===== src/rtl/lmt_entry_writer.sv =====
// rtl/lmt_entry_writer.sv - buffers LMT entries and splits them into per-slice PMT row writes
//
// Purpose: accepts 64-bit logical match table entries, queues them in a small
// FIFO together with the LMT's mapping (used, width gear, depth gear) sampled
// at acceptance, and issues one physical TCAM write per width slice.
//
// Optional build macro: LMT_WR_PARITY_EN adds output pmt_wr_parity.
//
// Ports:
//   clk, rst                         clock, synchronous active-high reset
//   lmt_entry_valid/_ready           upstream entry handshake (ready = FIFO not full)
//   lmt_entry_id/_addr/_data/_mask   entry target LMT, logical row, key and mask
//   lmt_used, lmt_width_gear,        per-LMT mapping: enable, log2 slice count,
//   lmt_depth_gear                   log2 depth-block count
//   pmt_wr_valid/_ready              downstream write handshake
//   pmt_wr_lmt/_col/_blk/_addr       write target: LMT, slice, depth block, row
//   pmt_wr_data/_mask                slice payload
//   busy                             entry in flight or queued
//   drop_cnt, err_cnt                saturating counters: overflow drops, illegal entries
//   pmt_wr_parity                    (LMT_WR_PARITY_EN) XOR of {pmt_wr_data, pmt_wr_mask}
module lmt_entry_writer #(
  parameter int MAX_LMTS   = 5,
  parameter int PMT_WIDTH  = 32,
  parameter int PMT_DEPTH  = 32,
  parameter int FIFO_DEPTH = 4
) (
  input  logic                    clk,
  input  logic                    rst,
  input  logic                    lmt_entry_valid,
  input  logic [2:0]              lmt_entry_id,
  input  logic [8:0]              lmt_entry_addr,
  input  logic [63:0]             lmt_entry_data,
  input  logic [63:0]             lmt_entry_mask,
  output logic                    lmt_entry_ready,
  input  logic [MAX_LMTS-1:0]     lmt_used,
  input  logic [MAX_LMTS*2-1:0]   lmt_width_gear,
  input  logic [MAX_LMTS*3-1:0]   lmt_depth_gear,
  output logic                    pmt_wr_valid,
  input  logic                    pmt_wr_ready,
  output logic [2:0]              pmt_wr_lmt,
  output logic [1:0]              pmt_wr_col,
  output logic [2:0]              pmt_wr_blk,
  output logic [$clog2(PMT_DEPTH)-1:0] pmt_wr_addr,
  output logic [PMT_WIDTH-1:0]    pmt_wr_data,
  output logic [PMT_WIDTH-1:0]    pmt_wr_mask,
  output logic                    busy,
  output logic [7:0]              drop_cnt,
  output logic [7:0]              err_cnt
`ifdef LMT_WR_PARITY_EN
  ,
  output logic                    pmt_wr_parity
`endif
);

  localparam int PTR_W = (FIFO_DEPTH > 1) ? $clog2(FIFO_DEPTH) : 1;
  localparam int ROW_W = $clog2(PMT_DEPTH);

  typedef struct packed {
    logic [2:0]  id;
    logic [8:0]  addr;
    logic [63:0] data;
    logic [63:0] mask;
    logic        used;
    logic [1:0]  wg;
    logic [2:0]  dg;
  } entry_t;

  typedef enum logic {ST_IDLE, ST_ISSUE} state_t;

  // Entry FIFO
  entry_t           fifo_mem [FIFO_DEPTH];
  logic [PTR_W-1:0] wr_ptr_q, rd_ptr_q;
  logic [PTR_W:0]   cnt_q, cnt_d;
  logic             full, empty, push, pop;
  entry_t           push_entry, head;

  // FSM and working registers
  state_t           state_q;
  logic [1:0]       k_q;
  logic             w_wide_q;
  logic [2:0]       w_id_q;
  logic [2:0]       w_blk_q;
  logic [ROW_W-1:0] w_row_q;
  logic [63:0]      w_data_q, w_mask_q;

  // Registered outputs
  logic                 pmt_wr_valid_q;
  logic [2:0]           pmt_wr_lmt_q;
  logic [1:0]           pmt_wr_col_q;
  logic [2:0]           pmt_wr_blk_q;
  logic [ROW_W-1:0]     pmt_wr_addr_q;
  logic [PMT_WIDTH-1:0] pmt_wr_data_q, pmt_wr_mask_q;
  logic [7:0]           drop_cnt_q, err_cnt_q;

  // Head decode
  logic [8:0]       head_blk;
  logic [ROW_W-1:0] head_row;
  logic             head_legal;

  // Mapping fields for the LMT addressed by the incoming entry; ids beyond
  // MAX_LMTS see used=0 and are therefore rejected as illegal at pop time.
  logic       sel_used;
  logic [1:0] sel_wg;
  logic [2:0] sel_dg;

  always_comb begin
    sel_used = 1'b0;
    sel_wg   = 2'd0;
    sel_dg   = 3'd0;
    for (int i = 0; i < MAX_LMTS; i++) begin
      if (lmt_entry_id == 3'(i)) begin
        sel_used = lmt_used[i];
        sel_wg   = lmt_width_gear[i*2 +: 2];
        sel_dg   = lmt_depth_gear[i*3 +: 3];
      end
    end
  end

  assign full            = (cnt_q == (PTR_W+1)'(FIFO_DEPTH));
  assign empty           = (cnt_q == '0);
  assign lmt_entry_ready = ~full;
  assign push            = lmt_entry_valid & ~full;
  assign pop             = (state_q == ST_IDLE) & ~empty;

  always_comb begin
    push_entry      = '0;
    push_entry.id   = lmt_entry_id;
    push_entry.addr = lmt_entry_addr;
    push_entry.data = lmt_entry_data;
    push_entry.mask = lmt_entry_mask;
    push_entry.used = sel_used;
    push_entry.wg   = sel_wg;
    push_entry.dg   = sel_dg;
  end

  always_comb begin
    cnt_d = cnt_q + (PTR_W+1)'(push) - (PTR_W+1)'(pop);
  end

  assign head       = fifo_mem[rd_ptr_q];
  assign head_blk   = 9'(head.addr / PMT_DEPTH);
  assign head_row   = ROW_W'(head.addr % PMT_DEPTH);
  assign head_legal = head.used && (head.wg <= 2'd1) &&
                      ({23'd0, head_blk} < (32'd1 << head.dg));

  // Slice 0 is the most significant word of the entry.
  function automatic logic [PMT_WIDTH-1:0] pick_slice(input logic [63:0] v, input logic sel);
    return sel ? v[63-PMT_WIDTH -: PMT_WIDTH] : v[63 -: PMT_WIDTH];
  endfunction

  always_ff @(posedge clk) begin
    if (push) begin
      fifo_mem[wr_ptr_q] <= push_entry;
    end
  end

  always_ff @(posedge clk) begin
    if (rst) begin
      wr_ptr_q       <= '0;
      rd_ptr_q       <= '0;
      cnt_q          <= '0;
      state_q        <= ST_IDLE;
      k_q            <= 2'd0;
      w_wide_q       <= 1'b0;
      w_id_q         <= 3'd0;
      w_blk_q        <= 3'd0;
      w_row_q        <= '0;
      w_data_q       <= 64'd0;
      w_mask_q       <= 64'd0;
      pmt_wr_valid_q <= 1'b0;
      pmt_wr_lmt_q   <= 3'd0;
      pmt_wr_col_q   <= 2'd0;
      pmt_wr_blk_q   <= 3'd0;
      pmt_wr_addr_q  <= '0;
      pmt_wr_data_q  <= '0;
      pmt_wr_mask_q  <= '0;
      drop_cnt_q     <= 8'd0;
      err_cnt_q      <= 8'd0;
    end else begin
      cnt_q <= cnt_d;
      if (push) begin
        wr_ptr_q <= wr_ptr_q + 1'b1;
      end
      if (pop) begin
        rd_ptr_q <= rd_ptr_q + 1'b1;
      end
      if (lmt_entry_valid && full && (drop_cnt_q != 8'hFF)) begin
        drop_cnt_q <= drop_cnt_q + 8'd1;
      end

      case (state_q)
        ST_IDLE: begin
          pmt_wr_valid_q <= 1'b0;
          if (!empty) begin
            k_q      <= 2'd0;
            w_wide_q <= head.wg[0];
            w_id_q   <= head.id;
            w_blk_q  <= head_blk[2:0];
            w_row_q  <= head_row;
            w_data_q <= head.data;
            w_mask_q <= head.mask;
            if (head_legal) begin
              state_q <= ST_ISSUE;
            end else if (err_cnt_q != 8'hFF) begin
              err_cnt_q <= err_cnt_q + 8'd1;
            end
          end
        end
        ST_ISSUE: begin
          if (!pmt_wr_valid_q) begin
            // First cycle in ISSUE: present slice 0 from the working registers.
            pmt_wr_valid_q <= 1'b1;
            pmt_wr_lmt_q   <= w_id_q;
            pmt_wr_col_q   <= k_q;
            pmt_wr_blk_q   <= w_blk_q;
            pmt_wr_addr_q  <= w_row_q;
            pmt_wr_data_q  <= pick_slice(w_data_q, k_q[0]);
            pmt_wr_mask_q  <= pick_slice(w_mask_q, k_q[0]);
          end else if (pmt_wr_ready) begin
            k_q <= k_q + 2'd1;
            if (k_q[0] == w_wide_q) begin
              pmt_wr_valid_q <= 1'b0;
              state_q        <= ST_IDLE;
            end else begin
              pmt_wr_col_q  <= k_q + 2'd1;
              pmt_wr_data_q <= pick_slice(w_data_q, 1'b1);
              pmt_wr_mask_q <= pick_slice(w_mask_q, 1'b1);
            end
          end
        end
        default: state_q <= ST_IDLE;
      endcase
    end
  end

  assign pmt_wr_valid = pmt_wr_valid_q;
  assign pmt_wr_lmt   = pmt_wr_lmt_q;
  assign pmt_wr_col   = pmt_wr_col_q;
  assign pmt_wr_blk   = pmt_wr_blk_q;
  assign pmt_wr_addr  = pmt_wr_addr_q;
  assign pmt_wr_data  = pmt_wr_data_q;
  assign pmt_wr_mask  = pmt_wr_mask_q;
  assign drop_cnt     = drop_cnt_q;
  assign err_cnt      = err_cnt_q;
  assign busy         = (state_q != ST_IDLE) | ~empty;

`ifdef LMT_WR_PARITY_EN
  assign pmt_wr_parity = ^{pmt_wr_data_q, pmt_wr_mask_q};
`endif

endmodule


===== config.mk =====
export PLATFORM = sky130hd
export DESIGN_NAME = lmt_entry_writer
export DESIGN_NICKNAME = d
export VERILOG_FILES = /design/src/rtl/lmt_entry_writer.sv
export SDC_FILE = /design/constraint.sdc
export NUM_CORES = 1
export LEC_CHECK = 0
export ABC_CLOCK_PERIOD_IN_PS = 6400
export CORE_MARGIN = 10
export CORE_UTILIZATION = 46
export CTS_CLUSTER_DIAMETER = 100
export DETAILED_ROUTE_END_ITERATION = 7
export GPL_TIMING_DRIVEN = 1
export PLACE_DENSITY_LB_ADDON = 0.1
export SLEW_MARGIN = 20
export SYNTH_ARGS = -nofsm -noshare
export SYNTH_HDL_FRONTEND = slang
export SYNTH_SLANG_ARGS = --single-unit
export TNS_END_PERCENT = 1

===== constraint.sdc =====
create_clock -name clk -period 6.4 [get_ports clk]
set_input_delay 1.28 -clock clk [delete_from_list [all_inputs] [get_ports clk]]
set_output_delay 1.28 -clock clk [all_outputs]
set_load 0.005 [all_outputs]

==> results of run 1 <==
registers in the layout, indices dropped and copies added, names as in the netlist, 8 cells and up, named ones only:
register     cells
drop_cnt         8
err_cnt          8
fifo_mem       584
pmt_wr_data     32
pmt_wr_mask     32
w_data_q        64
w_mask_q        64
layer usage:
metal	wire length [µm]	part of all wire	vias to the layer above
met2	36880	0.49	422
met3	4508	0.060	98
met5	135	0.0018	-
met4	1266	0.017	20
met1	32380	0.43	9063
li1	-	-	8050
per-stage QoR:
step	utilization	worst slack [ps]	hold WS, ps	std cells	power [W]
2_1_floorplan	-	896.8	432.1	2003	0.01025
3_3_place_gp	0.5191	2199	438.0	3023	0.01191
3_5_place_dp	0.5191	2199	443.9	3023	0.01201
4_1_cts	0.5603	2815	452.8	3179	0.01685
5_1_grt	0.5604	2666	464.2	3179	0.01753
6_report	0.5604	2769	449.9	3179	0.01664
cells by family after synthesis:
logic type / after synthesis
buffers and inverters: 148
multiplexers: 153
AO/OA/AOI/OAI: 326
adder cells (fa/ha/maj): 12
AND/OR/NAND/NOR: 521
flip-flops: 830
XOR/XNOR: 13
cell type report:
type / count / share of cell area
multi-input combinational: 1025 / 0.2082
sequential: 830 / 0.6078
timing repair buffer: 290 / 0.07955
inverter: 14 / 0.001556
clock inverter: 36 / 0.007275
clock buffer: 120 / 0.06632
tap: 864 / 0.02923
synthesized netlist by cell type, drive strengths merged, types with 5 or more instances:
library cell / n
mux2i: 7
mux4: 146
edfxtp: 584
nand2: 381
clkbuf: 104
or4: 6
o31ai: 6
nand3: 13
o21ai: 70
dfxtp: 246
ha: 11
a21oi: 167
buf: 30
xnor2: 8
inv: 14
a311oi: 65
nor2b: 6
nor2: 89
xor2: 5
power breakdown:
part / total (W) / switching (W) / internal [W]
combinational: 0.00438 / 0.00252 / 0.00187
sequential: 0.00743 / 0.000586 / 0.00685
clock: 0.00482 / 0.00199 / 0.00283
total: 0.0166 / 0.00509 / 0.0115
how the worst min path moves through the flow:
stage | from | to | slack [ps]
after floorplan | w_row_q[0] | pmt_wr_addr[0] | 430
after global placement | w_mask_q[1] | w_mask_q[1] | 440
after detailed placement | w_data_q[12] | w_data_q[12] | 440
after CTS | w_mask_q[1] | w_mask_q[1] | 450
after global routing | w_mask_q[1] | w_mask_q[1] | 460
final | w_data_q[14] | w_data_q[14] | 450
worst max-delay path: stages:
cell,delay (ps)
sky130_fd_sc_hd__clkdlybuf4s50_1,500
sky130_fd_sc_hd__nor2b_1,490
sky130_fd_sc_hd__and2_4,870
sky130_fd_sc_hd__buf_4,600
==> results.txt, run 1 <==
The placed cell area is approximately 0.034 mm². The clock latency at the later pin of the worst-skew pair came out at 620 ps. The global routing met2 resource utilization is 0.3204.

The Yosys warning count is 0. The global route total overflow is 0. The parity-gate share of the synthesized area counting xor and xnor cells came out at 0.003708. The height of the chip came out at 278.4 µm.

The number of nets handed over by synthesis was 2189. The biggest area contributor in the post-synthesis netlist is sky130_fd_sc_hd__edfxtp_1. Clock-pin slew was measured on the worst setup and hold paths at 60 ps.

The worst register-to-register path ends at err_cnt[5]. The count of different cell masters after synthesis came out at 45. The post-CTS repair timing setup buffer count is 0. The count of final setup violators is 0.

The wire-length estimate of the detail-placed layout is 42.12 mm. The flow ran to the end, and the final reports show no timing, DRC or antenna violations. In this run the most used layer during global routing was met2.

After routing the design area is approximately 0.037 mm². The highest clock rate is 275.4 MHz. The class of the most critical setup path is input pin to register. The DRC marker count from the first detailed-route iteration came out at between 1000 and 1500. The post-detailed-route via-to-cell ratio came out at 5.553. The first-pass detailed-route iteration total came out at 7. The path class of the lowest-slack min-delay path is register to register.

After synthesis, the share of cell area in mux cells is 0.1096. Dividing total power by cell area gives a power density of between 400 and 500 mW/mm². The cell count after synthesis is 2003. Of the cells placed in the final design, the portion with a size suffix greater than 1 is 0.1322. In the finished design, the share of the clock period the worst path needs comes to 0.5673. The number of primary I/O pins came out at 270. The flop and latch count out of synthesis came out at 830. The starting density of the core is 0.4654. The area overhead of the layout relative to synthesis came out at 20.41%. The combined flip-flop and latch cell area came out at 0.02248 mm². The share of the synthesized area in the top cell type came out at 0.5711.

For this block, the routed nets add up to 75.18 mm of wire. The worst register-to-register path has a setup slack of 2940 ps. In the layout the commonest cells are 584 x sky130_fd_sc_hd__edfxtp_1, 381 x sky130_fd_sc_hd__nand2_1, 268 x sky130_fd_sc_hd__clkdlybuf4s50_1, 242 x sky130_fd_sc_hd__dfxtp_1, 166 x sky130_fd_sc_hd__a21oi_1.

The simple-gate share of the synthesized area is 0.06755. STA classifies the critical path endpoint as a register. The repair_antennas step left the layout with diodes totalling 0.

The final-layout setup total negative slack is 0 ps. Leaving out fill and tap cells, the most frequent cell in the layout is sky130_fd_sc_hd__edfxtp_1. The number of clock sinks came out at 830. The top fanout value on the critical path came out at 54. Across every metal layer, demand over resource in global routing totals 0.1905. The worst slew margin relative to its limit is 0.2927.

The global placement routability congestion came out at around 0.73. The number of stages on the worst hold path is 2. The fraction of the mapped netlist area in compound gates is 0.06348.

The cell sitting at the root of the clock tree is a sky130_fd_sc_hd__clkbuf_16. The mean area per synthesized cell came out at 15.33 µm². The die covers about 0.077 mm². The arrival time of data at the critical path endpoint is 3870 ps. The multi-input combinational cells in the finished layout cover a total of 0.007700 mm². Between clock sinks in the finished design, the worst skew comes to 25.87 ps. The netlist area before placement came out at 0.03071 mm². Clock tree synthesis inserted a total of between 80 and 90 buffers. The via count of the first global-routing pass is 18530. By area, the combinational part of the netlist is dominated by multiplexers.

The placeable core region is 0.06598 mm². The number of H-tree levels came out at 3. The routed design could run at a clock period as short as between 3000 and 4000 ps. After floorplanning, the core was divided into 94 placement rows.

The die is 278.4 µm wide. The buffer levels on the longest clock path is 3. The end of the critical path is fifo_mem[2][94]. The number of hold buffers added after cts is 0.

In the routed design, unresolved DRC markers number 0. The share of async-settable or async-resettable flops after synthesis came out at 0. By area the synthesized netlist is led by sky130_fd_sc_hd__edfxtp_1 57%, sky130_fd_sc_hd__dfxtp_1 16%, sky130_fd_sc_hd__mux4_2 11%, sky130_fd_sc_hd__nand2_1 4.7%, sky130_fd_sc_hd__a21oi_1 2.7%. Of the total synthesized cell area, the portion taken by full adders, half adders and majority gates is 0.005134. For this run, global-route usage on met1 was measured as 0.2469. The sequential area share after synthesis came out at 0.7314. The first global-routing pass estimated 113.8 mm of wire. The critical path starts at lmt_entry_valid. TritonCTS built the clock tree.

The pin count of the biggest net entering global routing came out at 133. For this design the static power due to leakage is 11.94 nW. The worst setup path is launched from an input pin. For this run, global-route usage on met3 was measured as 0.04402. Setup repair after global routing left no endpoint under its margin.

The actual slew at the worst max-slew pin is about 1100 ps. The number of antenna violations at the first check in global routing is 10. The number of fill cells in the layout came out at 5263. The via count came out at 17650. The reported max-cap violation count came out at 0.

The number of instances resized during post-cts repair is 0. For this run, the leading register cell type out of synthesis is sky130_fd_sc_hd__edfxtp_1. The number of cell instances on the worst register-to-register path came out at 8. The count of nets after finishing is 2433. Dividing the detail-routed wire length by the instance count gives 23.65 µm. The number of routed nets with antenna violations came out at 0. The count of flip-flops with a built-in enable after synthesis came out at a little under 600. VDD sags by at most 0.4043 mV.

The number of max-slew violations in the final report came out at 0. The count of buffers added on input and output ports is 269. The required time reported for the critical path endpoint is 6640 ps. The final hold violation count came out at 0.
(Power assumes the default switching activity.)
==> run 2: changes to the inputs <==
ABC_CLOCK_PERIOD_IN_PS = 3600   (was 6400)
clock period = 3.6 ns   (was 6.4 ns; I/O delays follow)
==> run 2 against run 1 <==
  * Clock skew shrank 8.4 ps
  * Critical endpoint is now err_cnt[7]
  * Non-clock buffer count grew 11
  * Largest cell class unchanged
  * Highest routed layer unchanged
  * Largest power group unchanged
  * Via count barely moved
==> results.txt, run 2 (synthesis gave the netlist of run 1 again) <==
The horizontal die dimension was 278.4 µm (unchanged). The count of final setup violators is 0 (unchanged). The worst setup path is captured at a register. The number of max-slew violations in the final report is 0 (unchanged). The final setup skew came out at 17.50 ps (-8.362 ps).

The master of the slowest instance on the critical path is sky130_fd_sc_hd__mux4_2. The height of the chip came to 278.4 µm (unchanged). The number of hold buffers added after cts is 0 (unchanged). The via count was 17660 (+0.045%).

The area of the die was 0.07750 mm² (unchanged). The number of core rows came out at 94 (unchanged). TritonCTS built the clock tree. The wire length per cell after detailed routing is 22.99 µm (-2.8%). The flow ran to the end, and the final reports show no timing, DRC or antenna violations. The clock latency at the later pin of the worst-skew pair is 630 ps (about the same).

The number of antenna violations at the first check in global routing is 13 (+3). The worst slew margin relative to its limit came to 0.3180 (+0.02529). The signal on the critical path passes through mux4_2 > nor2b_1 > nand2_1 > ha_1 > a211o_1 > nor4_1 > o311a_4 > or4_1 > a21oi_1. The buffering stage count on the worst path with inverters included is 0 (-2). The buffer levels on the longest clock path came out at 3 (unchanged).

The register with the most flip-flops in the final layout is fifo_mem. The first-pass detailed-route iteration total was 5 (-2). The post-detailed-route via-to-cell ratio was 5.519 (-0.61%).

The detailed placement HPWL is 41.69 mm (-1.0%). The cell family contributing the most delay on the critical path is simple AND/OR/NAND/NOR gates. The clock period minus worst slack came out at 2870 ps. The placeable core region came out at 0.06598 mm² (unchanged). The longest individual stage delay on the worst path is 560 ps (-310 ps).

The number of routed nets with antenna violations was 0 (unchanged). The top fanout value on the critical path was 17 (-69%). The number of instances resized during post-cts repair came out at 0 (unchanged). The residual DRC count is 0 (unchanged). The number of flip-flops in the largest register is 584 (unchanged). In this run the worst hold path is classified as register to register. The setup slack on the worst flop-to-flop path came out at 730 ps (-2210 ps). In the layout the commonest cells are 584 x sky130_fd_sc_hd__edfxtp_1, 381 x sky130_fd_sc_hd__nand2_1, 268 x sky130_fd_sc_hd__clkdlybuf4s50_1, 242 x sky130_fd_sc_hd__dfxtp_1, 166 x sky130_fd_sc_hd__a21oi_1.

The area overhead of the layout relative to synthesis came out at 21.58%. The final hold violation count came out at 0 (unchanged). The pin count of the biggest net entering global routing came out at 146 (+9.8%).

The peak ir drop on the vdd network was 1.003 mV (+150%). The required time reported for the critical path endpoint is 4140 ps (-2500 ps). The starting density of the core was 0.4654 (unchanged). The number of clock sinks was 830 (unchanged).

The wire length after detailed routing was 73.57 mm (-2.1%). The number of fill cells in the layout came to 5225 (-0.72%). The post-layout instance area is 0.03734 mm² (+0.97%). The hold slack is 452.8 ps (+2.948 ps).

The number of H-tree levels came out at 3 (unchanged). The DRC marker count from the first detailed-route iteration came out at 1330 (+3.1%). The layout cell share with drive strength beyond 1 came out at 0.1381 (+0.005897). The reported max-cap violation count came out at 0 (unchanged). The library cell used most frequently in the layout, excluding fill and tap cells, is sky130_fd_sc_hd__edfxtp_1.

The placed cell area came to 0.03449 mm² (+0.72%). The actual slew at the worst max-slew pin came to 1023 ps (-34.04 ps). The critical path in this run is classified as register to register.

The number of primary I/O pins is 270 (unchanged). The power per cell area is 798.5 mW/mm² (+77%). The total of buffers placed on input and output ports came out at 269 (unchanged).

The global route total overflow was 0 (unchanged). The global placement routability congestion came out at 0.7357 (+1.5%). The arrival time of data at the critical path endpoint came out at 3410 ps (-460 ps). The count of nets after finishing came out at 2444 (+0.45%). The clock transition at the registers of the reported paths is 60 ps (about the same). Setup repair after global routing left no endpoint under its margin.

The post-CTS repair timing setup buffer count came out at 0 (unchanged). The first-pass GRT wire length is 111.9 mm (-1.7%). The highest clock rate is ~350 MHz. The leakage component of the power came to 12.08 nW (+1.2%). The number of buffers created by CTS was 86 (unchanged). The largest registers in the layout are fifo_mem (584), w_data_q (64), w_mask_q (64). In the finished design, the share of the clock period the worst path needs comes to 0.7972.

The root buffer selected by CTS is sky130_fd_sc_hd__clkbuf_16. The sort of element at the start of the critical path is a register. The via count of the first global-routing pass came out at 18230 (-1.6%).

The total track usage is 0.1880 (-0.002527).
==> run 2: cell count changes in the layout (fill, tap and decap cells not counted), sizes merged <==
cell	delta
buf	+11
clkbuf	+9
clkinv	-5
diode	+4
clkinvlp	+2
==> run 2: final cells by class <==
type | instances | area [µm²] | area share
repair buffers | 301 | 3187 | 0.08536
inverters | 14 | 57.56 | 0.001542
clock inverters | 33 | 284.0 | 0.007607
multi-input cells | 1025 | 7700 | 0.2062
well taps | 864 | 1081 | 0.02895
flip-flops and latches | 830 | 22480 | 0.6020
clock buffers | 129 | 2540 | 0.06803
diodes | 4 | 10.01 | 0.0002681
==> run 2: worst paths after layout <==
path	from	to	cells after the start
worst max register to register	register	err_cnt[7]	9
worst min register to register	w_mask_q[29]	w_mask_q[29]	2
worst min-delay path	w_mask_q[29]	w_mask_q[29]	2
worst max-delay path	register	err_cnt[7]	9
==> run 2: metal layers <==
layer	track usage	part of all wire	vias up
li1	-	-	8083
met1	0.2445	0.42	9031
met2	0.3133	0.49	428
met3	0.04259	0.063	101
met4	0.05323	0.018	18
met5	0	0.0016	-
==> run 2: metrics by stage <==
step	cells	worst slack, ps	TNS, ps	total power, W	utilization
after floorplan	2003	-1343	-588190	0.01821	-
after global placement	3034	504.6	0	0.02126	0.5228
after detailed placement	3034	561.4	0	0.02145	0.5228
after CTS	3196	709.2	0	0.03024	0.5656
after global routing	3198	565.4	0	0.03147	0.5658
final	3200	730.1	0	0.02981	0.5659
==> run 2: where the power goes <==
group / leakage [nW] / total, W / internal (W) / switching, W
logic: 3.32 / 0.00793 / 0.00344 / 0.00449
clock network: 1.39 / 0.00875 / 0.00517 / 0.00358
registers: 7.37 / 0.0131 / 0.0122 / 0.000959
total: 12.1 / 0.0298 / 0.0208 / 0.00903
==> run 2: tightest hold or removal path, cell delays in order (launching register included) <==
cell and delay, ps:
sky130_fd_sc_hd__dfxtp_1 300, sky130_fd_sc_hd__nand2_1 50, sky130_fd_sc_hd__a21oi_1 50
==> run 3: changes to the inputs <==
ABC_CLOCK_PERIOD_IN_PS = 2450   (was 3600)
clock period = 2.45 ns   (was 3.6 ns; I/O delays follow)
==> run 3 against run 2 <==
  * The run now ends with negative setup slack left
  * Power is 50% higher
  * Critical path depth is 1 higher
  * Flip-flop and latch count stayed put
  * Count of clock-buffer cells in the layout is 5 higher
  * Clock power is 46% higher
  * Via count is 1.7% higher
  * Sequential share of layout area is 1.6 points lower
  * Utilization is 1.6 points higher
  * Die area stayed put
  * Non-clock buffer count is 71 higher
==> results.txt, run 3 (synthesis gave the netlist of run 1 again) <==
The run finished, with violations left. The checks that failed: negative setup slack. The class of the most critical setup path is register to register.

The global placement routability congestion is 0.7443 (+1.2%). The power per cell area is 1163 mW/mm² (+46%). The clock latency at the later pin of the worst-skew pair came to 620 ps (about the same). The global route total overflow came out at 0 (unchanged). The pin count of the biggest net entering global routing came out at 146 (unchanged). The total track usage came out at 0.1892 (+0.001226). The wire length per cell after detailed routing was 22.71 µm (-1.2%). The post-detailed-route via-to-cell ratio came out at 5.492 (-0.49%).

The leakage component of the power came to 12.56 nW (+4.0%). TritonCTS built the clock tree. The final-layout setup total negative slack came out at -2497 ps (-2497 ps). The buffering stage count on the worst path with inverters included came to 1 (+1).

The endpoint identified for the worst register-to-register timing path is err_cnt[0]. The final standard cell count with taps included and fillers excluded is 3270 (+2.2%). Setup repair after global routing could not meet its margin everywhere. The number of hold buffers added after cts is 0 (unchanged).

The clock period minus worst slack came to 2753 ps (-116.6 ps). The number of flip-flops in the largest register is 584 (unchanged). The internal power is 0.03114 W (+50%). The number of H-tree levels came out at 3 (unchanged). The smallest setup slack after layout is -303.3 ps (-1033 ps). The peak ir drop on the vdd network is 0.9107 mV (-9.2%). The starting density of the core is 0.4654 (unchanged). The number of cells after detailed placement is 3102 (+2.2%). The arrival time of data at the critical path endpoint is 3300 ps (-110 ps). The clock group share of total power is 0.286 (-0.008). The required time reported for the critical path endpoint came out at 3000 ps (-1140 ps). The most common library cell in the layout ignoring fill and taps is sky130_fd_sc_hd__edfxtp_1. The combinational share of power is 0.284 (+0.018). The final setup skew is 19.15 ps (+1.649 ps). The sequential fraction of design power came out at 0.430 (-0.010). The sort of element at the start of the critical path is a register. The master of the slowest instance on the critical path is sky130_fd_sc_hd__mux4_2. The placeable core region came out at 0.06598 mm² (unchanged).

The clock transition at the registers of the reported paths was 60 ps (about the same). The detailed placement HPWL came out at 46.04 mm (+10%). The first-pass GRT wire length is 113.1 mm (+1.1%). The setup slack on the worst flop-to-flop path is -300 ps (-1030 ps).

The count of final setup violators came out at 9 (+9). The share of the clock period used by the worst path is 1.124 (+0.3266). The reported max-cap violation count came out at 0 (unchanged). The number of max-slew violations in the final report is 0 (unchanged).

The area overhead of the layout relative to synthesis is 24.96%. The switching power as a share of total power is 0.3021 (-0.0008157). The residual DRC count is 0 (unchanged). The number of clock sinks is 830 (unchanged). Ranked by flip-flop count, first place goes to fifo_mem.

The tightest min-delay check is of the register to register type. The wire length after detailed routing is 74.25 mm (+0.93%). The most critical setup path has its endpoint at err_cnt[0].

The count of nets after finishing came out at 2516 (+2.9%). The number of routed nets with antenna violations was 0 (unchanged). The total of buffers placed on input and output ports came out at 269 (unchanged). The cell family contributing the most delay on the critical path is compound AO/OA/AOI/OAI gates. The power dissipated by switching net loads is 0.01348 W (+49%). The number of fill cells in the layout is 5070 (-3.0%). In the layout the commonest cells are 584 x sky130_fd_sc_hd__edfxtp_1, 380 x sky130_fd_sc_hd__nand2_1, 268 x sky130_fd_sc_hd__clkdlybuf4s50_1, 242 x sky130_fd_sc_hd__dfxtp_1, 159 x sky130_fd_sc_hd__a21oi_1.

The number of cell instances on the worst register-to-register path came out at 10 (+1). The hold slack is 451.1 ps (-1.764 ps). The highest clock rate came out at 363.2 MHz (+4.2%). The number of primary I/O pins came out at 270 (unchanged).

The top fanout value on the critical path came to 5 (-12). The longest individual stage delay on the worst path is 560 ps (about the same). The horizontal die dimension came to 278.4 µm (unchanged).

The number of buffers created by CTS was 86 (unchanged). The number of core rows came out at 94 (unchanged). The buffer levels on the longest clock path was 3 (unchanged). The final hold violation count came out at 0 (unchanged). The number of stages on the worst setup path is 10 (+1). The number of antenna violations at the first check in global routing is 14 (+1). The layout cell share with drive strength beyond 1 is 0.1715 (+0.03337). Traced cell by cell, the critical path runs through mux4_2 > nor2b_4 > nand2_2 > ha_4 > o21a_1 > a21oi_4 > o311a_4 > buf_6 > or3_4 > a21oi_2. The area of the die came out at 0.07750 mm² (unchanged). The via count came out at 17960 (+1.7%). The actual slew at the worst max-slew pin is 968.3 ps (-54.67 ps).

The utilization after layout came out at 0.5816 (+0.01572). The tree is rooted in a sky130_fd_sc_hd__clkbuf_16. The first-pass detailed-route iteration total is 5 (unchanged).

In the final layout, the registers with the most flip-flops are fifo_mem (584), w_data_q (64), w_mask_q (64). The worst slew margin relative to its limit is 0.3545 (+0.03645). The height of the chip is 278.4 µm (unchanged). The DRC marker count from the first detailed-route iteration was 1366 (+2.7%). The worst slack at placement came out at -306.4 ps (-867.9 ps). The worst setup path is captured at a register. The via count of the first global-routing pass is 18450 (+1.3%).
-- run 3: changes by cell type in the layout (fill, tap and decap cells not counted), sizes merged --
cell and delta:
buf +71, clkinv -7, clkbuf +5, inv +3
clkinvlp -2, diode -1, o311a +1
-- run 3: area by class of cell --
cell class | instances | area (µm²) | area share
flip-flops and latches | 830 | 22480 | 0.5857
well taps | 864 | 1081 | 0.02817
repair buffers | 372 | 4110 | 0.1071
multi-input cells | 1026 | 7846 | 0.2045
clock buffers | 134 | 2536 | 0.06609
diodes | 3 | 7.507 | 0.0001956
clock inverters | 27 | 257.7 | 0.006717
inverters | 14 | 57.56 | 0.001500
-- run 3: power by group through the flow --
stage	clock, W	combinational [W]	sequential (W)
floorplan	0	0.00763	0.0191
global placement	0	0.0124	0.0194
detailed placement	0	0.0125	0.0195
CTS	0.0130	0.0127	0.0192
global route	0.0136	0.0140	0.0195
finish	0.0128	0.0127	0.0192
-- run 3: what timing repair did --
| action | in CTS | in global routing |
|---|---|---|
| buffers inserted | 1 | 2 |
| pin swaps | 2 | 17 |
| setup endpoints to repair | 9 | 12 |
| gates cloned | 1 | 0 |
| gates resized for setup | 7 | 27 |
-- run 3: worst min path at each step --
stage | start | slack [ps] | depth (start not counted) | end
after detailed placement | w_mask_q[6] | 440 | 2 | w_mask_q[6]
after CTS | w_mask_q[6] | 450 | 2 | w_mask_q[6]
after global routing | w_row_q[4] | 470 | 2 | pmt_wr_addr[4]
final | w_data_q[28] | 450 | 2 | w_data_q[28]
after floorplan | w_row_q[0] | 430 | 2 | pmt_wr_addr[0]
after global placement | w_mask_q[16] | 440 | 2 | w_mask_q[16]
-- run 3: tightest hold or removal path: cells and delay by family (launching register included) --
family	cells	cell delay [ps]
flops	1	300
simple gates	1	50
compound gates	1	50
-- run 3: per-stage QoR --
step                      total power (W)  instance area [µm²]
final                             0.04462                38370
after floorplan                   0.02669                30720
after global placement            0.03180                35380
after CTS                         0.04495                38220
after global routing              0.04700                38370
after detailed placement          0.03201                35380
-- run 3: per-layer routing --
| layer | vias up | part of all wire | GRT usage | wire length [µm] |
|---|---|---|---|---|
| met3 | 112 | 0.067 | 0.04778 | 4968 |
| met1 | 9108 | 0.41 | 0.2376 | 30580 |
| met4 | 22 | 0.017 | 0.05156 | 1280 |
| met5 | - | 0.0020 | 0 | 150 |
| met2 | 473 | 0.50 | 0.3223 | 37270 |
| li1 | 8244 | - | - | - |
